File: src/rtl/mem_arb_pkg.sv
// Shared encodings for the two-port memory arbiter: FSM state values and
// requester ownership constants.
package mem_arb_pkg;

  typedef enum logic [1:0] {
    IDLE  = 2'b00,
    ISSUE = 2'b01,
    RDATA = 2'b10
  } state_t;

  localparam logic OWN_M0 = 1'b0;
  localparam logic OWN_M1 = 1'b1;

endpackage

File: src/rtl/mem_arbiter_if.sv
// Requester-side handshake bundle: one instance per requester port.
// master = requester view, slave = arbiter view.
interface mem_arbiter_if #(
  parameter int A_SIZE = 10,
  parameter int D_SIZE = 32
);
  logic              req;
  logic              we;
  logic [A_SIZE-1:0] addr;
  logic [D_SIZE-1:0] wdata;
  logic              gnt;
  logic              ack;
  logic [D_SIZE-1:0] rdata;

  modport master (output req, we, addr, wdata, input gnt, ack, rdata);
  modport slave  (input req, we, addr, wdata, output gnt, ack, rdata);
endinterface

File: src/rtl/mem_arbiter_rr_arb2.sv
// Two-way round-robin picker; the requester that did not win last time
// takes a tie. Purely combinational, the history bit lives in the caller.
module rr_arb2
  import mem_arb_pkg::*;
(
  input  logic [1:0] req,
  input  logic       last,
  output logic [1:0] grant,
  output logic       any
);

  always_comb begin
    grant = req;
    if (req == 2'b11) begin
      grant = (last == OWN_M1) ? 2'b01 : 2'b10;
    end
  end

  assign any = |req;

endmodule

File: src/rtl/mem_arbiter.sv
// Shares one single-port synchronous memory between two requesters, one
// operation at a time, with round-robin arbitration on ties.
//
// state | meaning
// IDLE  | waiting for a request; grant is given combinationally here
// ISSUE | drive memory pins from op registers; writes complete here
// RDATA | memory read data valid; ack + rdata to the owner
module mem_arbiter
  import mem_arb_pkg::*;
#(
  parameter int A_SIZE = 10,
  parameter int D_SIZE = 32
) (
  input  logic              clk,
  input  logic              rst,
  mem_arbiter_if.slave      m0,
  mem_arbiter_if.slave      m1,
  output logic [A_SIZE-1:0] mem_addr,
  output logic [D_SIZE-1:0] mem_wdata,
  output logic              mem_read,
  output logic              mem_write,
  input  logic [D_SIZE-1:0] mem_rdata
);

  state_t            state;
  state_t            state_nxt;
  logic              last;
  logic              op_owner;
  logic              op_we;
  logic [A_SIZE-1:0] op_addr;
  logic [D_SIZE-1:0] op_wdata;
  logic [1:0]        pick;
  logic              pick_any;
  logic              take;

  rr_arb2 u_rr_arb2 (
    .req   ({m1.req, m0.req}),
    .last  (last),
    .grant (pick),
    .any   (pick_any)
  );

  assign take = rst && (state == IDLE) && pick_any;

  always_ff @(posedge clk) begin
    if (!rst) begin
      state    <= IDLE;
      last     <= OWN_M1;
      op_owner <= OWN_M0;
      op_we    <= 1'b0;
      op_addr  <= '0;
      op_wdata <= '0;
    end else begin
      state <= state_nxt;
      if (take) begin
        last     <= pick[1];
        op_owner <= pick[1];
        op_we    <= pick[1] ? m1.we    : m0.we;
        op_addr  <= pick[1] ? m1.addr  : m0.addr;
        op_wdata <= pick[1] ? m1.wdata : m0.wdata;
      end
    end
  end

  // Every output is gated by rst so nothing leaks while reset is held.
  always_comb begin
    state_nxt = state;
    m0.gnt    = 1'b0;
    m1.gnt    = 1'b0;
    m0.ack    = 1'b0;
    m1.ack    = 1'b0;
    m0.rdata  = '0;
    m1.rdata  = '0;
    mem_read  = 1'b0;
    mem_write = 1'b0;
    mem_addr  = '0;
    mem_wdata = '0;
    if (rst) begin
      case (state)
        IDLE: begin
          if (pick_any) begin
            state_nxt = ISSUE;
            m0.gnt    = pick[0];
            m1.gnt    = pick[1];
          end
        end
        ISSUE: begin
          mem_addr  = op_addr;
          mem_wdata = op_wdata;
          if (op_we) begin
            mem_write = 1'b1;
            state_nxt = IDLE;
            if (op_owner == OWN_M0) m0.ack = 1'b1;
            else                    m1.ack = 1'b1;
          end else begin
            mem_read  = 1'b1;
            state_nxt = RDATA;
          end
        end
        RDATA: begin
          state_nxt = IDLE;
          if (op_owner == OWN_M0) begin
            m0.ack   = 1'b1;
            m0.rdata = mem_rdata;
          end else begin
            m1.ack   = 1'b1;
            m1.rdata = mem_rdata;
          end
        end
        default: state_nxt = IDLE;
      endcase
    end
  end

endmodule

File: src/flat_wrapper.sv
// flat-port wrapper written by rule: the top's interface ports become plain ports
module mem_arbiter_flat import mem_arb_pkg::*;
#(
  parameter int A_SIZE = 10,
  parameter int D_SIZE = 32
)
  (clk, rst, mem_addr, mem_wdata, mem_read, mem_write, mem_rdata, m0_req, m0_we, m0_addr, m0_wdata, m0_gnt, m0_ack, m0_rdata, m1_req, m1_we, m1_addr, m1_wdata, m1_gnt, m1_ack, m1_rdata);
  mem_arbiter_if #(.A_SIZE(A_SIZE), .D_SIZE(D_SIZE)) m0_i ();
  mem_arbiter_if #(.A_SIZE(A_SIZE), .D_SIZE(D_SIZE)) m1_i ();
  input  logic clk;
  input  logic rst;
  output logic [A_SIZE-1:0] mem_addr;
  output logic [D_SIZE-1:0] mem_wdata;
  output logic mem_read;
  output logic mem_write;
  input  logic [D_SIZE-1:0] mem_rdata;
  input wire logic [$bits(m0_i.req)-1:0] m0_req;
  input wire logic [$bits(m0_i.we)-1:0] m0_we;
  input wire logic [$bits(m0_i.addr)-1:0] m0_addr;
  input wire logic [$bits(m0_i.wdata)-1:0] m0_wdata;
  output wire logic [$bits(m0_i.gnt)-1:0] m0_gnt;
  output wire logic [$bits(m0_i.ack)-1:0] m0_ack;
  output wire logic [$bits(m0_i.rdata)-1:0] m0_rdata;
  input wire logic [$bits(m1_i.req)-1:0] m1_req;
  input wire logic [$bits(m1_i.we)-1:0] m1_we;
  input wire logic [$bits(m1_i.addr)-1:0] m1_addr;
  input wire logic [$bits(m1_i.wdata)-1:0] m1_wdata;
  output wire logic [$bits(m1_i.gnt)-1:0] m1_gnt;
  output wire logic [$bits(m1_i.ack)-1:0] m1_ack;
  output wire logic [$bits(m1_i.rdata)-1:0] m1_rdata;
  assign m0_i.req = m0_req;
  assign m0_i.we = m0_we;
  assign m0_i.addr = m0_addr;
  assign m0_i.wdata = m0_wdata;
  assign m0_gnt = m0_i.gnt;
  assign m0_ack = m0_i.ack;
  assign m0_rdata = m0_i.rdata;
  assign m1_i.req = m1_req;
  assign m1_i.we = m1_we;
  assign m1_i.addr = m1_addr;
  assign m1_i.wdata = m1_wdata;
  assign m1_gnt = m1_i.gnt;
  assign m1_ack = m1_i.ack;
  assign m1_rdata = m1_i.rdata;
  mem_arbiter #(.A_SIZE(A_SIZE), .D_SIZE(D_SIZE)) u_core (.clk(clk), .rst(rst), .m0(m0_i), .m1(m1_i), .mem_addr(mem_addr), .mem_wdata(mem_wdata), .mem_read(mem_read), .mem_write(mem_write), .mem_rdata(mem_rdata));
endmodule
File: config.mk
export PLATFORM = sky130hd
export DESIGN_NAME = mem_arbiter_flat
export DESIGN_NICKNAME = d
export VERILOG_FILES = /design/src/rtl/mem_arb_pkg.sv /design/src/rtl/mem_arbiter_if.sv /design/src/rtl/mem_arbiter_rr_arb2.sv /design/src/rtl/mem_arbiter.sv /design/src/flat_wrapper.sv
export SDC_FILE = /design/constraint.sdc
export NUM_CORES = 1
export LEC_CHECK = 0
export CORE_MARGIN = 8
export CORE_UTILIZATION = 33
export CTS_CLUSTER_SIZE = 20
export DETAILED_ROUTE_END_ITERATION = 8
export GPL_ROUTABILITY_DRIVEN = 0
export HOLD_SLACK_MARGIN = 0.08
export PLACE_DENSITY = 0.79
export REMOVE_ABC_BUFFERS = 1
export SYNTH_ARGS = -nofsm -noshare
export SYNTH_HDL_FRONTEND = slang
export SYNTH_SLANG_ARGS = --single-unit
File: constraint.sdc
create_clock -name clk -period 1.7 [get_ports clk]
set_input_delay 0.255 -clock clk [delete_from_list [all_inputs] [get_ports clk]]
set_output_delay 0.255 -clock clk [all_outputs]
set_load 0.1 [all_outputs]
Word level (Yosys, flattened, before mapping) --
Index checks and enable logic that the tools add are counted.
Operators by class: add/sub/neg operators 0, multiply operators 0, div/mod/pow operators 0, $lt $le $gt $ge 0, equal/unequal tests 4, shift operators 0, multiplexer cells 38, bitwise gates (word level) 0, reductions and logical operators 4
Operators by type and width (number):
- $mux 32 | 9
- $mux 10 | 3
- $mux 1 | 19
- $mux 2 | 4
- $eq 2x2->1 const B | 2
- $pmux 1 s2 | 2
- $pmux 2 s2 | 1
- $eq 2x1->1 const B | 1
- $logic_and 1x1->1 | 2
- $logic_not 2->1 | 1
- $ne 2x1->1 const B | 1
- $reduce_or 2->1 | 1
Storage, ports and cells: bits in registers 47, bits in latches 0, RAM bits 0, ROM bits 0, output and inout bits 112, memories kept 0

Logic depth before layout (Yosys ltp) --
Gate-level depths: netlist of run 1.
word-level depth 5, depth in mapped cells 8, mapped depth without buffers 5

Modules after synthesis --
A second synthesis of run 1 with hierarchy kept.
Unflattened totals: cells, all modules 382, area, all modules 2806.4 µm²
Modules (own cells, without submodules):
- mem_arbiter | times used 1, cells each 378, area each 2781.4 µm², sequential area each 940.9 µm²
- rr_arb2 | times used 1, cells each 4, area each 25.0 µm², sequential area each 0.0 µm²

Worst setup path before layout of run 1 --
OpenSTA, ideal clock, no wires.
kind register to output, start reg u_core.state[1], end out m1_ack, data arrival time 2.954 ns, required time 1.445 ns, path slack -1.509 ns, stages on the path, launching flop included 5, path buffers 0, path through dfxtp_1 > inv_1 > ha_1 > a21oi_1 > nor3b_1
On the way: longest elaborated chain between the ends 3, elaborated cells between the ends (all ways) 4
Ends and longest elaborated chain:
- start: declaration | line mem_arbiter.sv:25 | state_t state;
- start signal: assignment | line mem_arbiter.sv:54 | state <= state_nxt;
- $eq 2x2->1 or $eq 2x1->1 (tied branches) | line mem_arbiter.sv:79 | case (state)
- $pmux 1 s2 (*) | line mem_arbiter.sv:79
- $mux 1 (*) | line mem_arbiter.sv:78 | if (rst) begin
- end: declaration | line flat_wrapper.sv:29 | output wire logic [$bits(m1_i.ack)-1:0] m1_ack;
Mark *: on every way between the ends. The rest lies on a longest branch, timed or not.

Worst setup path in the final report of run 1 --
start reg u_core.state[1], end out m0_ack
On the way: longest elaborated chain between the ends 3, elaborated cells between the ends (all ways) 4
Ends and longest elaborated chain:
- $eq 2x2->1 or $eq 2x1->1 (tied branches) | line mem_arbiter.sv:79
- $pmux 1 s2 (*) | line mem_arbiter.sv:79
- $mux 1 (*) | line mem_arbiter.sv:78
- end: declaration | line flat_wrapper.sv:22 | output wire logic [$bits(m0_i.ack)-1:0] m0_ack;
Marked as above.

==> results of run 1 <==
## how the worst min path moves through the flow
stage                                  from                end  slack (ns)  cells after the start
after floorplan                         rst        u_core.last        0.33                      1
after global placement      u_core.state[1]    u_core.state[1]        0.47                      2
after detailed placement  u_core.op_addr[5]  u_core.op_addr[5]        0.49                      2
after CTS                               rst    u_core.state[0]        0.34                      2
after global routing                    rst    u_core.state[1]        0.36                      2
final                                   rst    u_core.op_owner        0.38                      2
## routing by layer
| layer | up-vias | track usage, % |
|---|---|---|
| met5 | - | 0 |
| met4 | 0 | 17.0 |
| met3 | 117 | 8.75 |
| met2 | 448 | 53.0 |
| met1 | 2264 | 32.5 |
| li1 | 1929 | - |
## sequential cells by signal, indices dropped and copies added (netlist names)
name / cells
u_core.op_owner: 1
u_core.last: 1
u_core.state: 2
u_core.op_wdata: 32
u_core.op_addr: 10
u_core.op_we: 1
## placed cells by master (no fill, tap or decap), types with 3 or more instances in the layout
master                            instances
sky130_fd_sc_hd__and3_4                  43
sky130_fd_sc_hd__buf_4                   13
sky130_fd_sc_hd__nor2_2                   4
sky130_fd_sc_hd__clkbuf_16                3
sky130_fd_sc_hd__dfxtp_1                 45
sky130_fd_sc_hd__buf_12                 125
sky130_fd_sc_hd__nand2_1                 76
sky130_fd_sc_hd__a21oi_1                130
sky130_fd_sc_hd__nor2_4                  61
sky130_fd_sc_hd__clkdlybuf4s50_1        118
sky130_fd_sc_hd__ha_4                     3
sky130_fd_sc_hd__clkbuf_8                 5
sky130_fd_sc_hd__diode_2                  5
sky130_fd_sc_hd__buf_16                   4
## report_power, final
part / internal (mW) / switching, mW
Combinational: 1.09 / 1.56
Sequential: 1.31 / 0.188
Clock: 0.587 / 0.419
Total: 2.99 / 2.16
## what timing repair did
item / in CTS / in global routing
gates cloned: 4 / 3
resized for setup: 183 / 23
pin swaps: 41 / 20
setup endpoints to repair: 111 / 111
hold endpoints to repair: 0 / 0
buffers inserted: 2 / 4
## per-stage QoR
| step | total power [mW] | setup WS [ns] |
|---|---|---|
| CTS | 4.79 | -0.129 |
| detailed placement | 3.57 | -0.114 |
| global placement | 3.50 | -0.00773 |
| finish | 5.15 | -0.268 |
| global route | 5.29 | -0.274 |
| floorplan | 2.54 | -1.97 |
## cell families after synthesis
| logic type | count (synthesis) |
|---|---|
| buffers and inverters | 47 |
| adders and majority gates | 5 |
| DFF | 47 |
| and+or+nand+nor | 196 |
| muxes | 1 |
| AOI/OAI and AO/OA | 139 |
## cell type report
type / instances / area, um^2
tap: 108 / 135
clock inverter: 3 / 67.6
clock buffer: 5 / 68.8
fill: 320 / 846
timing repair buffer: 266 / 4000
sequential: 47 / 948
inverter: 3 / 21.3
multi-input combinational: 341 / 2460
antenna: 5 / 12.5
## synthesized netlist by cell type, drive strengths merged
cell / instances
a21bo: 1
a21boi: 2
a21oi: 131
a22oi: 1
and3: 45
buf: 32
clkbuf: 12
dfxtp: 47
ha: 5
inv: 3
mux2i: 1
nand2: 79
nand2b: 1
nor2: 65
nor2b: 2
nor3: 1
nor3b: 2
o2111a: 1
o211a: 1
o211ai: 1
o21ai: 1
or3b: 1
==> out/results.txt, run 1 <==
Summed over all nets, wire length on met3 after detailed routing comes to 2.25 mm. On the critical path, the stage with the largest delay is an instance of sky130_fd_sc_hd__dfxtp_4. The largest voltage drop on the vdd net was 0.503 mV; the parity-gate share of the synthesized area counting xor and xnor cells was 0%. The worst clock skew is 0.00908 ns, and the floorplan die area is 11800 um^2.

The tools report the total length of routed wires as 22.7 mm. DRC violation total after the first TritonRoute iteration: 415. The post-layout worst setup margin was -0.268 ns. The worst hold path belongs to the class in2reg.

Along the worst path, the maximum fanout reaches 4. The total buffers and inverters traversed by the critical path was 3; the placed instance area was 6520 um^2. The tools report the distinct cell type count of the synthesized netlist as 25. Summing all non-filler instances in the final layout gives an area of 7700 um^2. TritonCTS created 5 clock buffers.

The number of sinks handled by clock tree synthesis came out at 47. Ranked by total cell area, the synthesized netlist is headed by sky130_fd_sc_hd__dfxtp_1 33%, sky130_fd_sc_hd__a21oi_1 23%, sky130_fd_sc_hd__nand2_1 10%. The total of buffers placed on input and output ports works out to 233. The run gives 11.4 mm as the detailed placer's ending HPWL.

After synthesis the netlist holds a flip-flop and latch count of 47. After detailed routing, the wire length on met1 is 7.93 mm. The share of synthesized area in the top cell type comes to 33.1%. The total number of H-tree levels is 2, and the share of layout cells above drive strength 1 is 42.3%.

The relative area change from synthesis to final layout came out at 171%. The global-route wire length before repair was 27.5 mm. The max-slew violation total from the final report is 0.

Headroom to the max-slew limit came out at 73.3%. The initial antenna violation count came out at 5. The placed cell count came out at 752.

The tool flagged a number of max-cap violations equal to 0. Traced cell by cell, the critical path runs through inv_6 -> ha_4 -> a21oi_2 -> nor3_2 -> buf_4 -> buf_12. The tools report the kind of end point of the critical path as an output port.

The logic depth of the worst setup path including buffers came out at 6. The floorplan die width is 109 um. The final reports fail on setup timing. After synthesis, the largest family of logic cells by area is simple AND/OR/NAND/NOR gates.

The core occupancy in the finished layout is 90.1%. Buffers inserted to repair hold after CTS numbered 0. Following the worst setup path forward leads to its endpoint at m0_ack. The synthesized netlist cell count came out at 435.

The endpoint identified for the worst register-to-register timing path is u_core.state[1]. For the worst setup path, the data required time is 1.44 ns. During I/O placement, the number of pins put on the boundary was 234.

From bottom edge to top edge, the die measures 109 um. The number of DRC violations after detailed routing is 0. The share of the cycle needed by the critical path after routing is 116%, and the largest net degree at the start of global routing is 58.

The register clock-pin slew on the reported worst setup and hold paths is 0.10 ns. The highest clock rate was 508 MHz; the average cell area after synthesis was 6.53 um^2. The arrival time of data at the critical path endpoint is 1.71 ns, and the core area is 8550 um^2. The worst setup path is launched from a flip-flop.

Biggest cell delay along the critical path: 0.39 ns. TritonCTS built the clock tree. Family with the most delay on the worst path: buffers and inverters.

The final-report hold violation count came out at 0. The clock reaches the later pin of the worst-skew pair after 0.31 ns. The residual antenna-violating net count after detailed routing was 0. Top metal layer carrying routed signals: met4. The effective utilization at floorplan was 33.2%; the static power due to leakage was 2.94 nW. Summing the areas of all and, or, nand and nor instances in the mapped netlist gives 30.6% of the synthesized area. The routed design uses 10.9 mm of met2 wire. The synthesized netlist devotes 26.0% of its cell area to compound gates. In this run the worst setup path begins at u_core.state[1]. The via count of the first global-routing pass was 4640; the final routed wire length divided by cell count was 29.2 um. After detailed routing, the number of vias per cell comes to 6.12. The count of cells in the finished layout, fillers not included, comes to 778. Of the total synthesized cell area, the portion taken by full adders, half adders and majority gates is 2.20%. In this run the core area contains 34 standard-cell rows. Summing every instance area after synthesis gives 2840 um^2. Power spread over the standard cell area amounts to 669 nW/um^2.

Setup repair after global routing could not meet its margin everywhere. In this run the critical register-to-register path is launched from u_core.state[1]. The maximum clock insertion buffer count was 2. Yosys printed 0 warnings. Subtracting the final worst setup slack from the clock period gives 1.97 ns. The multiplexer fraction of the synthesized cell area came out at 0.352%.

For this run, the register share of the synthesized area comes to 33.1%. In the final timing run, aggregate negative setup slack is -19.55 ns. The most area-hungry cell type in the Yosys netlist was sky130_fd_sc_hd__dfxtp_1. The tightest hold path in the finished design has a slack of 0.381 ns. The total setup violations reported at the end of the flow was 110; the measured slew at the worst slew-check pin was 0.400 ns. The worst setup path is of the reg2out kind.

Global routing finished with a remaining overflow of 0. The net count of the finished layout is 791. Before antenna repair, the detailed router went through 5 iterations.

The final route contains 4758 vias. For this run, the total global-route usage over all layers was measured as 30.4%. The flow ran to the end, but the final reports show violations. For flop-to-flop paths, the worst setup slack is 0.08 ns.

Clock tree synthesis selected as its root buffer the cell sky130_fd_sc_hd__clkbuf_8. Measured in cells, the most critical reg-to-reg path has a length of 6.
Note: power is estimated with default switching activity, not from simulation.
==> run 2: changes to the inputs <==
Settings changed: GPL_TIMING_DRIVEN set to 0, SYNTH_HIERARCHICAL set to 1.
==> run 2 against run 1 <==
  * The run still ends with setup timing left
  * Highest routed layer unchanged
  * Clock skew decreased by 0.0013 ns
  * Count of clock-buffer cells in the layout increased by 1
  * Non-clock buffer count decreased by 5
  * Largest power group unchanged
  * Sequential share of layout area increased by 0.48 points
  * Maximum frequency decreased by 2.1%
  * First-iteration DRC count decreased by 35%
  * Synthesized cell count decreased by 12%
  * Routed wire length decreased by 11%
  * Global-route usage decreased by 4.2 points
  * Critical path type unchanged
==> out/results.txt, run 2 <==
The biggest cell delay along the critical path works out to 0.39 ns (about the same). The via count came out at 4253 (-11%). Detailed placer's ending HPWL: 9.07 mm (-20%). Setup repair after global routing could not meet its margin everywhere. The number of standard-cell rows in the floorplan was 33 (-2.9%); the residual antenna-violating net count after detailed routing was 0 (unchanged). The cell count of the worst hold path is 2 (unchanged).

The average cell area after synthesis was 7.35 um^2 (+13%); the filler cell count was 297 (-7.2%). The tools report the total I/O pin count as 234 (unchanged). The worst setup path is captured at an output port. The post-placement setup slack was -1.93 ns (-1.82 ns).

The signal on the critical path passes through buf_4 -> ha_4 -> a21oi_2 -> nor3_2 -> buf_6. For the final net count, the log shows 755 (-4.6%). STA classifies the critical path startpoint as a flip-flop. The count of flip-flops with a built-in enable after synthesis came out at 0 (unchanged). The placed cell count came out at 690 (-8.2%). The maximum clock insertion buffer count was 2 (unchanged). In the final layout, the registers with the most flip-flops are u_core/op_wdata (32), u_core/op_addr (10), u_core/state (2). The floorplan die area is 11700 um^2 (-1.0%). The total area of multi-input combinational cells was 2520 um^2 (+2.5%). The setup slack of the most critical reg-to-reg path was -0.16 ns (-0.24 ns); the worst max-slew margin expressed relative to the limit was 36.4% (-37 points). The startpoint identified for the worst hold timing path is u_core/op_wdata[1]. The run gives 5 (unchanged) as the TritonCTS buffer count. The logs give 736 (-5.4%) for the final standard cell count with taps included and fillers excluded and 8220 um^2 (-3.9%) for the core area. Detailed-router iteration count before antenna repair: 4 (-1). The highest clock rate came out at 497 MHz (-2.1%). The top cell types in the final layout, fill and taps aside, are 118 x sky130_fd_sc_hd__clkdlybuf4s50_1, 109 x sky130_fd_sc_hd__buf_12, 76 x sky130_fd_sc_hd__nand2_1. The met1 layer usage reported by global route is 27.1% (-5.4 points). The flip-flop and latch count after synthesis was 47 (unchanged); the distinct cell type count of the synthesized netlist was 28 (+12%). Max-slew violation total from the final report: 0 (unchanged). The run gives 20.1 mm (-11%) as the total length of routed wires. TritonCTS built the clock tree. The largest voltage drop on the vdd net is 0.487 mV (-3.3%), and the static power due to leakage is 2.80 nW (-4.7%). The synthesized design spends more area on one cell type than any other, namely sky130_fd_sc_hd__dfxtp_1. The share of the cycle needed by the critical path after routing works out to 118% (+2.5 points).

The post-route setup TNS is -21.77 ns (-2.22 ns). The highest fanout seen on the critical path works out to 7 (+3). The slowest cell on the critical path was sky130_fd_sc_hd__dfxtp_4.

The effective utilization at floorplan came out at 34.2% (+0.94 points). The via count of the first global-routing pass came out at 4228 (-8.9%). In the post-synthesis netlist, the biggest area contributors are sky130_fd_sc_hd__dfxtp_1 34%, sky130_fd_sc_hd__mux2i_1 16%, sky130_fd_sc_hd__nand2_1 10%. The layer with the highest usage after global routing is met2. Among cell families on the critical path, the largest total delay comes from buffers and inverters. Placed instance area: 5130 um^2 (-21%). Minimum period implied by the final worst setup slack: 2.01 ns (+0.0421 ns). Die outline height: 108 um (-0.51%). The power per cell area works out to 579 nW/um^2 (-13%). Floorplan die width: 108 um (-0.51%). In the synthesized netlist, the cells that appear most often are 78 x sky130_fd_sc_hd__nand2_1, 68 x sky130_fd_sc_hd__nor2_1, 47 x sky130_fd_sc_hd__dfxtp_1. Total of buffers placed on input and output ports: 233 (unchanged). The run gives 7450 um^2 (-3.3%) as the final cell area excluding filler cells. The met3 demand-to-capacity share in global routing is 8.33% (-0.42 points), and the measured slew at the worst slew-check pin is 0.949 ns (+0.549 ns). The checks that failed: setup timing. The run gives 0 (unchanged) as the max-capacitance violation count.

The tree is rooted in a sky130_fd_sc_hd__clkbuf_8. Critical path required time: 1.44 ns (about the same). The run gives -0.310 ns (-0.0421 ns) as the post-layout worst setup margin.

The tools report the total setup violations reported at the end of the flow as 140 (+27%). The arrival time of data at the critical path endpoint was 1.76 ns (+0.05 ns). The worst hold path terminates at u_core/op_wdata[1].

The register clock-pin slew on the reported worst setup and hold paths was 0.09 ns (about the same). Largest net degree at the start of global routing: 46 (-21%). In the post-synthesis netlist, the cell with the most instances is sky130_fd_sc_hd__nand2_1. The tools report the post-synthesis instance area as 2810 um^2 (-1.2%). The share of Yosys cell area claimed by the top area cell type was 33.5% (+0.40 points); the total buffers and inverters traversed by the critical path was 2 (-1). The number of sinks handled by clock tree synthesis was 47 (unchanged). For the sequential area share after synthesis, the log shows 33.5% (+0.40 points).

Predominant post-synthesis flop cell: sky130_fd_sc_hd__dfxtp_1. The tools report the number of DRC violations after detailed routing as 0 (unchanged). The tools report the count of hold-fix buffers inserted at cts as 0 (unchanged).

The run finished, with violations left. For the sequential cell area, the log shows 953 um^2 (+0.53%). The met2 routing resource usage after global routing came out at 47.5% (-5.4 points).

The share of layout cells above drive strength 1 is 45.1% (+2.8 points). The tools report the worst clock skew as 0.00773 ns (-0.00134 ns). The logs give 270 (-35%) for the DRC violation total after the first TritonRoute iteration and 26.2% (-4.2 points) for the all-layer global routing usage. The logs give 0 (unchanged) for the remaining global-route overflow and 24.0 mm (-13%) for the global-route wire length before repair. The per-cell via count in the routed design was 5.78 (-5.5%). The flip-flop count of the largest register after layout was 32 (unchanged).

The relative area change from synthesis to final layout was 166%. More flip-flops sit in one register than any other, and that register is u_core/op_wdata. The final routed wire length divided by cell count is 27.3 um (-6.2%), and the post-synthesis async set-or-reset flop share is 0% (unchanged). The run gives 2 (unchanged) as the total number of H-tree levels. The setup path with the least slack is of type reg2out. The worst register-to-register path ends at u_core/op_addr[9]. The final-report hold violation count is 0 (unchanged).

The initial antenna violation count was 2 (-3). The tools report the clock network latency to the later pin of the worst-skew pair as 0.29 ns (-0.02 ns). The start of the worst register-to-register path is u_core/state[1]. The logs give 6 (+6) for the yosys synthesis warning count and 0.452 ns (+0.0715 ns) for the worst hold margin.

The synthesized netlist cell count came out at 382 (-12%). The class of the tightest hold or removal check was reg2reg. The cell count of the worst reg-to-reg path came out at 6 (unchanged). The library cell used most frequently in the layout, excluding fill and tap cells, is sky130_fd_sc_hd__clkdlybuf4s50_1.
[run 2: cell types whose count changed after synthesis, moves of 5 or more]
cell,change
sky130_fd_sc_hd__buf_1,-5
sky130_fd_sc_hd__o21ai_0,+22
sky130_fd_sc_hd__o21ai_1,+19
sky130_fd_sc_hd__a21oi_1,-129
sky130_fd_sc_hd__mux2i_1,+44
sky130_fd_sc_hd__buf_2,-15
[run 2: report_power, final]
group	leakage, nW	switching, mW	total (mW)	internal [mW]
combinational	2.36	1.25	2.15	0.899
clock	0.0513	0.359	0.791	0.432
sequential	0.389	0.126	1.37	1.25
total	2.80	1.74	4.31	2.58
[run 2: timing repair]
item / in CTS / in global routing
buffers inserted: 22 / 2
setup endpoints to repair: 157 / 155
resized for setup: 1060 / 137
cloned: 9 / 3
pin swaps: 30 / 23
[run 2: final cells by class]
class                      count  share of cell area [%]
timing repair buffer         261                    49.8
sequential                    47                    12.8
clock buffer                   6                   0.974
clock inverter                 1                   0.403
tap                          105                    1.76
inverter                       6                   0.403
multi-input combinational    307                    33.8
antenna                        3                   0.101
[run 2: cell families after synthesis]
| family | Yosys count | share of synthesized area [%] |
|---|---|---|
| AO/OA/AOI/OAI | 49 | 9.63 |
| adder cells (fa/ha/maj) | 5 | 2.23 |
| buffers and inverters | 38 | 7.31 |
| flip-flops | 47 | 33.5 |
| multiplexers | 45 | 16.0 |
| AND/OR/NAND/NOR | 198 | 31.3 |
[run 2: worst max-delay path by stage]
stage / startpoint / endpoint / slack, ns / cells after the start
after floorplan: u_core/last / m1_gnt / -3.37 / 3
after global placement: m1_req / m1_gnt / -4.56 / 5
after detailed placement: rst / m1_gnt / -1.93 / 5
after CTS: u_core/state[0] / m1_rdata[12] / -0.12 / 6
after global routing: u_core/state[0] / m0_rdata[1] / -0.34 / 6
final: u_core/state[0] / m0_ack / -0.31 / 5
[run 2: through the flow]
stage	total power, mW	util, %
floorplan	2.19	-
global placement	2.73	61.9
detailed placement	2.74	62.5
CTS	4.03	83.1
global route	4.44	90.7
finish	4.31	90.7
[run 2: per-layer routing]
| layer | wire length (um) | share of wire [%] |
|---|---|---|
| met2 | 9810 | 49 |
| met3 | 2330 | 12 |
| met5 | 0 | 0 |
| met4 | 990 | 4.9 |
| met1 | 6990 | 35 |
[run 2: tightest hold or removal path, delay by kind of cell (launching register included)]
| family | cells | cell delay (ns) |
|---|---|---|
| AOI/OAI and AO/OA | 1 | 0.05 |
| and+or+nand+nor | 1 | 0.05 |
| DFF | 1 | 0.31 |
